## src/rtl/mult_seq_ctrl.sv

```systemverilog
// Sequencing FSM for the shift-add multiplier: drives load/add_en/shift per multiplier bit.
// Latency: load one cycle after start is accepted; done 2 + 2*WIDTH + popcount(multiplier) cycles after acceptance.
// Backpressure: start is only sampled in IDLE; abort returns to IDLE on the next edge from any busy state.
module mult_seq_ctrl #(
  parameter int WIDTH = 8,
  parameter int CW    = 4
) (
  input  logic          clock,
  input  logic          reset,
  input  logic          start,
  input  logic          abort,
  input  logic          q0,
  output logic          load,
  output logic          add_en,
  output logic          shift,
  output logic          busy,
  output logic          done,
  output logic [CW-1:0] bit_cnt
);

  localparam logic [2:0] IDLE  = 3'd0;
  localparam logic [2:0] LOAD  = 3'd1;
  localparam logic [2:0] CHECK = 3'd2;
  localparam logic [2:0] ADD   = 3'd3;
  localparam logic [2:0] SHIFT = 3'd4;
  localparam logic [2:0] DONE  = 3'd5;

  // Count value seen in the final SHIFT, before its increment.
  localparam logic [CW-1:0] LAST_BIT = CW'(WIDTH - 1);

  logic [2:0] state;
  logic [2:0] state_nxt;

  // Next-state selection; abort overrides normal sequencing everywhere but IDLE.
  always_comb begin
    state_nxt = state;
    case (state)
      IDLE:    if (start) state_nxt = LOAD;
      LOAD:    state_nxt = CHECK;
      CHECK:   state_nxt = q0 ? ADD : SHIFT;
      ADD:     state_nxt = SHIFT;
      SHIFT:   state_nxt = (bit_cnt == LAST_BIT) ? DONE : CHECK;
      DONE:    state_nxt = IDLE;
      default: state_nxt = IDLE;
    endcase
    if (abort && (state != IDLE)) begin
      state_nxt = IDLE;
    end
  end

  // State register plus Moore outputs decoded from the next state so they are registered.
  always_ff @(posedge clock) begin
    if (reset) begin
      state  <= IDLE;
      load   <= 1'b0;
      add_en <= 1'b0;
      shift  <= 1'b0;
      busy   <= 1'b0;
      done   <= 1'b0;
    end else begin
      state  <= state_nxt;
      load   <= (state_nxt == LOAD);
      add_en <= (state_nxt == ADD);
      shift  <= (state_nxt == SHIFT);
      busy   <= (state_nxt != IDLE);
      done   <= (state_nxt == DONE);
    end
  end

  // Shift counter: cleared as LOAD is entered, bumped as each SHIFT completes, frozen by abort.
  always_ff @(posedge clock) begin
    if (reset) begin
      bit_cnt <= '0;
    end else if (state_nxt == LOAD) begin
      bit_cnt <= '0;
    end else if ((state == SHIFT) && !abort) begin
      bit_cnt <= bit_cnt + CW'(1);
    end
  end

endmodule

```

## config.mk

```make
export PLATFORM = sky130hd
export DESIGN_NAME = mult_seq_ctrl
export DESIGN_NICKNAME = d
export VERILOG_FILES = /design/src/rtl/mult_seq_ctrl.sv
export SDC_FILE = /design/constraint.sdc
export NUM_CORES = 1
export LEC_CHECK = 0
export ABC_CLOCK_PERIOD_IN_PS = 4400
export BUFFER_PORTS_ARGS = -buffer_cell sky130_fd_sc_hd__buf_2
export CAP_MARGIN = 10
export CORE_AREA = 3 3 40 42
export DETAILED_ROUTE_END_ITERATION = 12
export DIE_AREA = 0 0 43 45
export PLACE_DENSITY = 0.74
export REMOVE_ABC_BUFFERS = 1
export SYNTH_ARGS = -nofsm -noshare
export SYNTH_HDL_FRONTEND = slang
export SYNTH_SLANG_ARGS = --single-unit
```

## constraint.sdc

```tcl
create_clock -name clock -period 4.4 [get_ports clock]
set_input_delay 0.22 -clock clock [delete_from_list [all_inputs] [get_ports clock]]
set_output_delay 0.22 -clock clock [all_outputs]
set_load 0.05 [all_outputs]
```

==> metrics.md <==
| Metric | Value |
|---|---|
| Status | `complete, no violations` |
| Post-route DRC | `0` |
| Cells after Synth | `55` |
| DR WL/cell | `12.5 um` |
| Worst Setup Start Kind | `flip-flop` |
| Worst slew pin tran | `0.485 ns` |
| F_max | `627 MHz` |
| Post-route minimum period | `1.60 ns` |
| H-tree depth | `1` |
| Commonest cells in the netlist | `dfxtp_1, nor2_1, nor3b_1` |
| Crit-path slowest cell | `dfxtp_1` |
| Total negative slack | `0 ns` |
| # hold bufs at CTS | `0` |
| Post-synth EDFFs | `0` |
| Rows | `13` |
| Initial Util | `44.9%` |
| HPWL Detailed | `782 um` |
| Final hold violations | `0` |
| Post_cts resized | `0` |
| Worst min-delay path category | `input port to flip-flop` |
| TritonCTS Buffers | `3` |
| DRT Wirelength | `1050 um` |
| Final cell count without fillers | `84` |
| Max Cap Viol | `0` |
| Antenna Cells | `0` |
| CP Buf/Inv Count | `0` |
| Slew margin rel. | `67.4%` |
| Sequential area share after synthesis | `41.6%` |
| PwrDens | `378 nW/um^2` |
| Post-synthesis cell type count | `29` |
| Clk pin slew, worst setup/hold paths | `0.08 ns` |
| Cell area after synthesis | `577 um^2` |
| Largest net degree at the start of global routing | `14` |
| Crit-path cells | `nor4b_2 -> nand4_1 -> xor2_1 -> nor2_1` |
| Clock Skew | `0.00474 ns` |
| Critical path class | `flip-flop to flip-flop` |
| Top-count cell post-synth | `dfxtp_1` |
| I/O pins | `14` |
| TritonCTS clock tree | `yes` |
| CP max stage delay | `0.62 ns` |
| Buffers on Ports | `13` |
| Vias/cell | `5.32` |
| CP endpoint kind | `flip-flop` |
| Top cell type's share of synthesized area | `41.6%` |
| Max Fanout on Critical Path | `13` |
| Slew Viols, Final | `0` |
| RSZ-0062 raised after global routing | `false` |
| CTS root buf | `clkbuf_4` |
| Pleak | `0.284 nW` |
| Post-CTS Setup Repair Bufs | `0` |
| Seq cells post-synth | `12` |
| Dpl ws | `2.82 ns` |
| Main flop type after synthesis | `dfxtp_1` |
| Final ANT Viol Nets | `0` |
| Chip Height | `45 um` |
| Syn-to-layout area delta | `17.1%` |
| Area of the core | `1280 um^2` |
| Final worst-path cycle share | `36.3%` |
| Worst VDD drop | `0.000181 V` |
| CP top delay family | `simple AND/OR/NAND/NOR gates` |
| Ratio of cells with drive above 1 in the final layout | `36.2%` |
| First-pass GRT wire length | `1880 um` |
| Worst-Skew Late Latency | `0.28 ns` |
| 1st-iter DRT viols | `2` |
| Final setup viols | `0` |
| CTS Sinks | `12` |
| Via count | `447` |
| Max clock buf depth | `2` |
| Total GRT Usage | `13.6%` |
| Post-route cell area | `676 um^2` |
| Synth area leaders | `dfxtp_1, nor3b_2, nor3b_1, mux2i_1, nor3_2` |
| Global route overflow | `0` |
| Total Power | `256 uW` |
| Post-DP Area | `639 um^2` |
| Pre-antenna DRT Iters | `3` |
| Vias in the first global route | `439` |
| Critical path data required time | `4.56 ns` |
| Worst setup margin | `2.80 ns` |
| Final Net Count | `76` |
| Critical path arrival | `1.75 ns` |
| Synth area leader | `dfxtp_1` |
| DP Cell Count | `80` |
| Total die area | `1940 um^2` |
| FFs w/ async S/R, synth | `0%` |
| Initial antenna violation count | `0` |
| Syn Area/Cell | `10.5 um^2` |
| YS warnings | `0` |
| Die W | `43 um` |
| Gpl congestion | `0.668` |
-- placed cells by master (no fill, tap or decap), drive strengths merged, types with 2 or more instances in the layout --
| cell type | synthesis | layout |
|---|---|---|
| nor2 | 5 | 5 |
| a211oi | 2 | 2 |
| nand2b | 2 | 2 |
| dfxtp | 12 | 12 |
| xor2 | 2 | 2 |
| nor3 | 3 | 3 |
| clkbuf | 0 | 4 |
| nor3b | 5 | 5 |
| and3b | 2 | 2 |
| buf | 3 | 13 |
| inv | 2 | 2 |
| mux2i | 2 | 2 |
-- path summary, 6_finish.rpt --
check | end | start | cells after the start | slack (ns)
hold reg to reg | bit_cnt[1] | bit_cnt[1] | 2 | 0.55
setup reg to reg | bit_cnt[3] | state[2] | 4 | 2.80
setup / recovery | bit_cnt[3] | state[2] | 4 | 2.80
hold / removal | busy | reset | 2 | 0.22
-- registers in the layout (all words and copies together) (netlist names) --
register / cells
bit_cnt: 4
done: 1
load: 1
busy: 1
state: 3
add_en: 1
shift: 1
-- stage by stage --
stage                     hold WS, ns  util [%]
final                           0.217      52.6
after global routing            0.221      52.6
after CTS                       0.211      52.6
after detailed placement        0.502      49.8
after global placement          0.501      49.8
after floorplan                 0.289         -
-- cell type report --
type | count | area (um^2)
fill | 132 | 609
multi-input combinational | 38 | 308
sequential | 12 | 240
timing repair buffer | 13 | 65.1
clock buffer | 4 | 36.3
tap | 15 | 18.8
inverter | 2 | 7.51
-- report_power, final --
| group | switching, mW | internal [mW] | total (mW) |
|---|---|---|---|
| Clock | 0.0389 | 0.0503 | 0.0893 |
| Sequential | 0.00727 | 0.114 | 0.121 |
| Combinational | 0.0279 | 0.0170 | 0.0449 |
-- layer usage --
metal,vias to the layer above,GRT usage [%],wire (um),share of wire (%)
li1,228,-,-,-
met1,200,16.1,510,49
met2,14,19.8,451,43
met3,5,5.18,57,5.4
met5,-,0,0,0
met4,0,10.8,32,3.0
-- logic make-up after synthesis --
| group | count (synthesis) | synth area share [%] |
|---|---|---|
| xor+xnor | 3 | 4.56 |
| flops | 12 | 41.6 |
| fa+ha+maj | 2 | 4.12 |
| buf+inv | 5 | 4.99 |
| compound gates | 7 | 10.2 |
| mux | 2 | 3.47 |
| simple gates | 24 | 31.0 |
No activity file was read; power rests on OpenSTA's default activity.
